<file path="src/rtl/lift_pkg.sv">
// Shared definitions for the lift scheduler: FSM state encoding and
// one-hot floor mask helpers used by the direction decision.
package lift_pkg;

    localparam int NUM_FLOORS_DEF = 3;
    localparam int MAX_FLOORS     = 16;

    typedef enum logic [2:0] {
        S_IDLE,
        S_MOVE_UP,
        S_MOVE_DOWN,
        S_DOOR,
        S_FAULT
    } state_t;

    typedef logic [MAX_FLOORS-1:0] floor_vec_t;

    // Floors strictly above the one-hot floor f.
    function automatic floor_vec_t above_mask(input floor_vec_t f);
        return ~((f << 1) - floor_vec_t'(1));
    endfunction

    // Floors strictly below the one-hot floor f.
    function automatic floor_vec_t below_mask(input floor_vec_t f);
        return f - floor_vec_t'(1);
    endfunction

endpackage

</file>
<file path="src/rtl/lift_door_timer.sv">
// Door dwell counter: load starts (or restarts) a CYCLES-long dwell,
// done is high in the final dwell cycle and whenever no dwell is running.
module lift_door_timer #(
    parameter int CYCLES = 4
) (
    input  logic clk,
    input  logic reset,
    input  logic load,
    output logic done
);
    localparam int W = $clog2(CYCLES + 1);

    logic [W-1:0] cnt;

    always_ff @(posedge clk) begin
        if (reset)
            cnt <= '0;
        else if (load)
            cnt <= W'(CYCLES - 1);
        else if (cnt != '0)
            cnt <= cnt - 1'b1;
    end

    assign done = (cnt == '0);

endmodule

</file>
<file path="src/rtl/lift_call_scheduler.sv">
// SCAN call scheduler and motion sequencer: latches calls, chooses travel
// direction, drives motor/door from floor sensors, faults on bad sensors or stalls.
module lift_call_scheduler
    import lift_pkg::*;
#(
    parameter int NUM_FLOORS   = NUM_FLOORS_DEF,
    parameter int DOOR_CYCLES  = 4,
    parameter int MOVE_TIMEOUT = 16
) (
    input  logic                  clk,
    input  logic                  reset,
    input  logic [NUM_FLOORS-1:0] call_req,
    input  logic [NUM_FLOORS-1:0] floor_sensor,
    output logic [NUM_FLOORS-1:0] pending,
    output logic [NUM_FLOORS-1:0] cur_floor,
    output logic                  motor_up,
    output logic                  motor_down,
    output logic                  door_open,
    output logic                  dir_up,
    output logic                  idle,
    output logic                  fault
);
    localparam int MCW = $clog2(MOVE_TIMEOUT);

    state_t          state;
    logic [MCW-1:0]  move_cnt;
    logic            door_done;

    logic sensor_onehot, sensor_multi, sensor_new, arrive, at_top, at_bottom;
    logic [NUM_FLOORS-1:0] calls_above, calls_below, clear, block;
    logic here, go_up, go_down, moving, timed_out;
    logic take_idle_door, take_arrive, door_restart, door_load;

    assign sensor_onehot = $onehot(floor_sensor);
    assign sensor_multi  = (floor_sensor != '0) && !sensor_onehot;
    assign sensor_new    = sensor_onehot && (floor_sensor != cur_floor);
    assign arrive        = sensor_onehot && ((pending & floor_sensor) != '0);
    assign at_top        = sensor_onehot && floor_sensor[NUM_FLOORS-1];
    assign at_bottom     = sensor_onehot && floor_sensor[0];
    assign moving        = (state == S_MOVE_UP) || (state == S_MOVE_DOWN);
    assign timed_out     = !sensor_new && (move_cnt == MCW'(MOVE_TIMEOUT - 1));

    // SCAN rule: keep going up while calls lie above, unless already heading
    // down with calls still below.
    assign calls_above = pending & NUM_FLOORS'(above_mask(MAX_FLOORS'(cur_floor)));
    assign calls_below = pending & NUM_FLOORS'(below_mask(MAX_FLOORS'(cur_floor)));
    assign here        = (pending & cur_floor) != '0;
    assign go_up       = (calls_above != '0) && (dir_up || (calls_below == '0));
    assign go_down     = !go_up && (calls_below != '0);

    assign take_idle_door = !sensor_multi && (state == S_IDLE) && here;
    assign take_arrive    = !sensor_multi && moving && arrive;
    assign door_restart   = !sensor_multi && (state == S_DOOR) && ((call_req & cur_floor) != '0);
    assign door_load      = take_idle_door || take_arrive || door_restart;

    always_comb begin
        clear = '0;
        if (take_idle_door)
            clear = cur_floor;
        else if (take_arrive)
            clear = floor_sensor;
        block = (state == S_DOOR) ? cur_floor : '0;
    end

    lift_door_timer #(.CYCLES(DOOR_CYCLES)) u_door_timer (
        .clk   (clk),
        .reset (reset),
        .load  (door_load),
        .done  (door_done)
    );

    always_ff @(posedge clk) begin
        if (reset) begin
            state     <= S_IDLE;
            pending   <= '0;
            cur_floor <= NUM_FLOORS'(1);
            dir_up    <= 1'b1;
            move_cnt  <= '0;
        end else begin
            // Clear beats a same-cycle call on the arrival floor.
            pending  <= (pending | (call_req & ~block)) & ~clear;
            move_cnt <= sensor_new ? '0 : move_cnt + 1'b1;
            if (sensor_onehot)
                cur_floor <= floor_sensor;

            if (sensor_multi) begin
                state <= S_FAULT;
            end else begin
                case (state)
                    S_IDLE, S_DOOR: begin
                        if (state == S_IDLE && here) begin
                            state <= S_DOOR;
                        end else if (state == S_DOOR && (door_restart || !door_done)) begin
                            state <= S_DOOR;
                        end else if (go_up) begin
                            state    <= S_MOVE_UP;
                            dir_up   <= 1'b1;
                            move_cnt <= '0;
                        end else if (go_down) begin
                            state    <= S_MOVE_DOWN;
                            dir_up   <= 1'b0;
                            move_cnt <= '0;
                        end else begin
                            state <= S_IDLE;
                        end
                    end
                    S_MOVE_UP: begin
                        if (arrive)         state <= S_DOOR;
                        else if (at_top)    state <= S_IDLE;
                        else if (timed_out) state <= S_FAULT;
                    end
                    S_MOVE_DOWN: begin
                        if (arrive)         state <= S_DOOR;
                        else if (at_bottom) state <= S_IDLE;
                        else if (timed_out) state <= S_FAULT;
                    end
                    default: state <= S_FAULT;
                endcase
            end
        end
    end

    assign motor_up   = (state == S_MOVE_UP);
    assign motor_down = (state == S_MOVE_DOWN);
    assign door_open  = (state == S_DOOR);
    assign fault      = (state == S_FAULT);
    assign idle       = (state == S_IDLE) && (pending == '0);

endmodule

</file>
<file path="config.mk">
export PLATFORM = sky130hd
export DESIGN_NAME = lift_call_scheduler
export DESIGN_NICKNAME = d
export VERILOG_FILES = /design/src/rtl/lift_pkg.sv /design/src/rtl/lift_door_timer.sv /design/src/rtl/lift_call_scheduler.sv
export SDC_FILE = /design/constraint.sdc
export NUM_CORES = 1
export LEC_CHECK = 0
export CAP_MARGIN = 20
export CORE_ASPECT_RATIO = 1.4
export CORE_MARGIN = 1.5
export CORE_UTILIZATION = 40
export CTS_BUF_LIST = sky130_fd_sc_hd__clkbuf_8
export DETAILED_ROUTE_END_ITERATION = 8
export SLEW_MARGIN = 30
export SYNTH_ARGS = -nofsm -noshare
export SYNTH_HDL_FRONTEND = slang
export SYNTH_SLANG_ARGS = --single-unit
</file>
<file path="constraint.sdc">
create_clock -name clk -period 2.2 [get_ports clk]
set_input_delay 0.44 -clock clk [delete_from_list [all_inputs] [get_ports clk]]
set_output_delay 0.44 -clock clk [all_outputs]
set_load 0.05 [all_outputs]
</file>
======== Yosys cells after proc, flatten, opt, wreduce, memory -nomap -nowiden ========
Index checks and enable logic that the tools add are counted.
storage, ports and cells
  register bits after elaboration ......... 17
  latch bits .............................. 0
  memory bits (writable) .................. 0
  ROM bits ................................ 0
  input port bits ......................... 8
  output and inout port bits .............. 12
  word-level logic and storage cells ...... 104
  memories kept ........................... 0
cells by class
  $add $sub $neg .......................... 6
  multipliers ............................. 0
  divide/modulo/power cells ............... 0
  order comparisons ....................... 0
  equal/unequal tests ..................... 7
  shift operators ......................... 0
  muxes and demuxes ....................... 25
  bitwise logic cells ..................... 14
  reduce and logical (&&, ||, !) cells .... 44
operators with widths
  cell                                               number
  2-to-1 mux 4 bit                                   7
  2-to-1 mux 3 bit                                   9
  AND 3 bit                                          7
  nonzero test 3 bit                                 7
  logical AND 1 bit                                  17
  logical NOT 3 bit                                  4
  2-to-1 mux 2 bit                                   6
  NOT 3 bit                                          3
  one-hot mux 3 bit (3 select lines)                 1
  subtractor 3 x 1 -> 3 bit (second input constant)  3
  == test 3 x 2 -> 1 bit (second input constant)     2
  OR reduction 2 bit                                 3
  logical NOT 1 bit                                  5
  logical OR 1 bit                                   5
  AND reduction 5 bit                                1
  adder 4 x 1 -> 4 bit (second input constant)       1
  == test 4 bit (second input constant)              1
  nonzero test 2 bit                                 2
  == test 3 x 1 -> 1 bit (second input constant)     1
  == test 3 bit (second input constant)              1
  != test 3 bit                                      1
  NOT 1 bit                                          3
  OR 3 bit                                           1
  adder 1 x 1 -> 2 bit                               1
  other kinds (3)                                    4

======== Depth between registers and ports, before layout ========
  depth after elaboration ................. 14
  depth in mapped cells ................... 8

======== Modules after synthesis ========
From an unflattened synthesis, not the netlist that was laid out.
unflattened totals
  cell total of the unflattened synthesis .. 125
  area total of the unflattened synthesis .. 1064.8 um2
modules (own cells, without submodules)
  module               times used  cells each  area each (um2)  sequential area each (um2)
  lift_call_scheduler  1           107         889.6            280.3
  lift_door_timer      1           18          175.2            60.1

======== Worst setup path before layout ========
No wires, ideal clock.
  path kind ............................... reg-to-output
  start ................................... register state[2]
  end ..................................... output idle
  arrival time ............................ 2.175 ns
  required time ........................... 1.760 ns
  setup slack ............................. -0.415 ns
  cell stages (with the launch flop) ...... 3
  buffers on the path ..................... 0
  cells stage by stage .................... dfxtp_1 -> or3_1 -> nor4_1
on the way
  longest elaborated chain between the ends .. 2
ends and longest elaborated chain
  element                 line                        source
  from (decl)             lift_call_scheduler.sv:25   state_t state;
  from (signal assigned)  lift_call_scheduler.sv:74   state <= S_IDLE;
  from (signal assigned)  lift_call_scheduler.sv:87   state <= S_FAULT;
  from (signal assigned)  lift_call_scheduler.sv:92   state <= S_DOOR;
  logical NOT 3 bit       lift_call_scheduler.sv:127  assign idle = (state == S_IDLE) && (pending == '0);
  logical AND 1 bit       lift_call_scheduler.sv:127
  to (decl)               lift_call_scheduler.sv:20   output logic idle,
No other way between the ends.

======== Final worst setup path ========
  start ................................... input floor_sensor[0]
  end ..................................... register state[1]
on the way
  longest elaborated chain between the ends .. 13
  elaborated cells between the ends (all ways) .. 29
ends and longest elaborated chain
  element                                     line                       source
  from (decl)                                 lift_call_scheduler.sv:13  input logic [NUM_FLOORS-1:0] floor_sensor,
  adder 1 x 1 -> 2 bit (not written as such)  lift_call_scheduler.sv:34  assign sensor_onehot = $onehot(floor_sensor);
  adder 2 x 1 -> 2 bit (not written as such)  lift_call_scheduler.sv:34
  == test 2 x 1 -> 1 bit                      lift_call_scheduler.sv:34
  logical NOT 1 bit                           lift_call_scheduler.sv:35  assign sensor_multi = (floor_sensor != '0) && !sensor_onehot;
  logical AND 1 bit                           lift_call_scheduler.sv:35
  logical NOT 1 bit                           lift_call_scheduler.sv:53  assign door_restart = !sensor_multi && (state == S_DOOR) && ((call_req & cur_floor) != '0);
  logical AND 1 bit (2 in a row)              lift_call_scheduler.sv:53
  logical OR 1 bit                            lift_call_scheduler.sv:93  end else if (state == S_DOOR && (door_restart || !door_done)) begin
  logical AND 1 bit                           lift_call_scheduler.sv:93
  2-to-1 mux 2 bit                            lift_call_scheduler.sv:93
  2-to-1 mux 2 bit                            lift_call_scheduler.sv:91  if (state == S_IDLE && here) begin
  one-hot mux 3 bit (3 select lines)          lift_call_scheduler.sv:89  case (state)
  to (signal assigned)                        lift_call_scheduler.sv:92
  to (signal assigned)                        lift_call_scheduler.sv:94  state <= S_DOOR;
  to (signal assigned)                        lift_call_scheduler.sv:96  state <= S_MOVE_UP;
Parallel ways exist; a longest one is shown, timed or not.
A chain may end at the register's enable or synchronous reset.

==> flow_metrics.tcl <==
set metrics [dict create \
    cp_max_fo 3 \
    drv_slew 0 \
    synth_enable_flop_cells 0 \
    synth-adder-area-share 0.06846 \
    synth-compound-area-share 0.2506 \
    cts_max_path_buffers 2 \
    status "complete, no violations" \
    netlist_instances 124 \
    maxCapViolCount 0 \
    ir_drop_mv 0.3671 \
    reg2reg_depth 6 \
    r2r_end "dir_up$_SDFFE_PP1P_" \
    startpoint_type "input pin" \
    drcViolationCount 0 \
    fin_util 0.6035 \
    finalCriticalPeriod_ps 2091 \
    synth_largest_area_cell "dfxtp_1" \
    die_width_um 45.75 \
    synth_xor_area_frac 0.07702 \
    vias 1068 \
    drt_iter0_drc 48 \
    initial_utilization 0.4234 \
    powerDensity_nw_per_um2 765.3 \
    synth.most_common_cell "dfxtp_1" \
    yosysSeqAreaShare 0.3325 \
    tns_ps 0 \
    async_flop_share 0 \
    grt_pass1_wl_mm 4.636 \
    ant_nets 0 \
    hold_viol 0 \
    placed_cell_area_sq_um 1381 \
    synth_mux_area_frac 0.01100 \
    drive_above_1_share 0.2298 \
    synth_ff_type "dfxtp_1" \
    slew-limit-headroom 0.6421 \
    crit_start "floor_sensor[0]" \
    fin_area_sq_um 1459 \
    synth_top_area_share 0.3325 \
    r2r-start "cur_floor[1]$_SDFFE_PP0N_" \
    cts.clk_slew.worst_paths_ps 70 \
    ios 20 \
    grt_usage 0.2152 \
    dieHeight_um 62.85 \
    yosys_warnings 0 \
    via_per_inst 5.477 \
    clock_latency_ps 260 \
    total_power_w 0.001117 \
    min_period_over_period 0.9505 \
    synthTopCellsByArea "dfxtp_1, xnor2_1, inv_1, ha_1, a21oi_1" \
    netlist_top_cells_count "dfxtp_1, inv_1, nand2_1" \
    grt_pass1_vias 1062 \
    detail_route.first_pass.iterations 6 \
    row_count 21 \
    pre_cts_slack_ps -301.4 \
    cellLeakagePower_nw 0.6302 \
    ys_seq_elements 17 \
    grt_max_degree 14 \
    worst_pin_slew_ps 535.2 \
    crit_path_end_kind "register" \
    wl_per_cell_um 14.19 \
    ff2ff_setup_slack_ps 320 \
    ys_types 36 \
    drt-total-wl_mm 2.768 \
    dieArea_sq_um 2875 \
    clock_sinks 17 \
    cp_data_arrival_time_ps 2230 \
    hold_depth 1 \
    critical_path_class "input pin to register" \
    finalSetupViolations 0 \
    fin_nets 175 \
    h-tree-depth 1 \
    synth_simple_gate_area_share 0.1858 \
    setup_ws_ps 109.0 \
    fmax_mhz 478.2 \
    clock_skew_ps 5.305 \
    dp_hpwl_mm 2.205 \
    cp.required_ps 2340 \
    port_buffers 19 \
    synth_top_family_by_area "compound AO/OA/AOI/OAI gates" \
    gp_congestion 0.9066 \
    antenna_found_initial 0 \
    tritoncts "yes" \
    diodes 0 \
    syn_area_per_cell_sq_um 8.254 \
    core_area_sq_um 2417 \
    syn_area_sq_um 1023 \
    cts_root_buffer "clkbuf_8" \
    area_growth_pct 42.54 \
    rsz0062_at_grt "false" \
    synth.net_count 137 \
    overflow 0 \
    numCtsBuffers 3 \
    hold_end "move_cnt[0]$_SDFF_PP0_" \
    worstHoldStart "move_cnt[0]$_SDFF_PP0_" \
    min_path_type "register to register" \
]
==> sequential cells by signal, summed over array words and instances, names as in the netlist <==
register,count
dir_up,1
state,3
move_cnt,4
pending,3
u_door_timer.cnt,3
cur_floor,3
==> placed cells by master, fill, tap and decap left out, types with 2 or more instances in the layout <==
cell	instances
clkdlybuf4s50_1	14
or3_1	2
buf_4	21
nor2_1	7
a221oi_1	3
nor3b_2	2
and2_1	3
nand2_1	9
xnor2_1	7
ha_1	4
o21ai_0	6
a21oi_1	7
xor2_1	2
o21bai_1	3
nor2b_1	2
a31oi_1	5
a222oi_1	3
o211ai_1	2
clkbuf_8	3
dfxtp_1	16
inv_1	15
nand3_1	4
==> metrics by stage <==
stage | instances | hold slack [ps]
after floorplan | 124 | 417.9
after global placement | 191 | 434.1
after detailed placement | 191 | 452.9
after CTS | 195 | 469.7
after global routing | 195 | 503.8
final | 195 | 461.4
==> worst max path at each step <==
stage | depth (start not counted) | endpoint | slack, ps
floorplan | 7 | dir_up$_SDFFE_PP1P_ | 60
global placement | 8 | state[0]$_SDFF_PP0_ | -250
detailed placement | 8 | state[0]$_SDFF_PP0_ | -300
CTS | 8 | state[0]$_SDFF_PP0_ | 20
global route | 8 | state[0]$_SDFF_PP0_ | 20
finish | 8 | state[1]$_SDFF_PP0_ | 110
==> critical path: stages <==
cell	delay (ps)
clkdlybuf4s50_1	490
inv_1	70
fa_2	500
nor2b_2	160
nand2_1	90
and2_1	190
a31oi_1	180
a31oi_1	90
==> final cells by class <==
type / count / area, sq um
Multi-Input combinational cell: 89 / 654.4
Clock inverter: 1 / 5.005
Tap cell: 34 / 42.54
Sequential cell: 17 / 341.6
Timing Repair Buffer: 36 / 317.8
Inverter: 15 / 56.30
Clock buffer: 3 / 41.29
Fill cell: 225 / 958.4
==> routing by layer <==
layer	vias up	track usage	part of all wire
met4	0	0.08929	0.027
met5	-	0	0
li1	519	-	-
met2	35	0.3644	0.54
met3	9	0.03468	0.049
met1	505	0.2553	0.39
==> power by group <==
| group | total [W] | internal (W) | switching [W] |
|---|---|---|---|
| Combinational | 0.000484 | 0.000231 | 0.000253 |
| Sequential | 0.000393 | 0.000355 | 0.0000376 |
| Clock | 0.000239 | 0.000126 | 0.000113 |
| Total | 0.00112 | 0.000713 | 0.000404 |
==> what timing repair did <==
item,4_1_cts,5_1_grt
setup endpoints to repair,3,11
hold endpoints to repair,0,0
resized for setup,1,5
hold buffers,0,0
pin swaps,0,1
buffers inserted,0,0
==> logic make-up after synthesis <==
| kind of cell | count (synthesis) |
|---|---|
| AOI/OAI and AO/OA | 38 |
| xor gates and xnor gates | 9 |
| adders and majority gates | 5 |
| buffers and inverters | 18 |
| DFF | 17 |
| muxes | 1 |
| and+or+nand+nor | 36 |
Power figures use the tool's default switching activity.
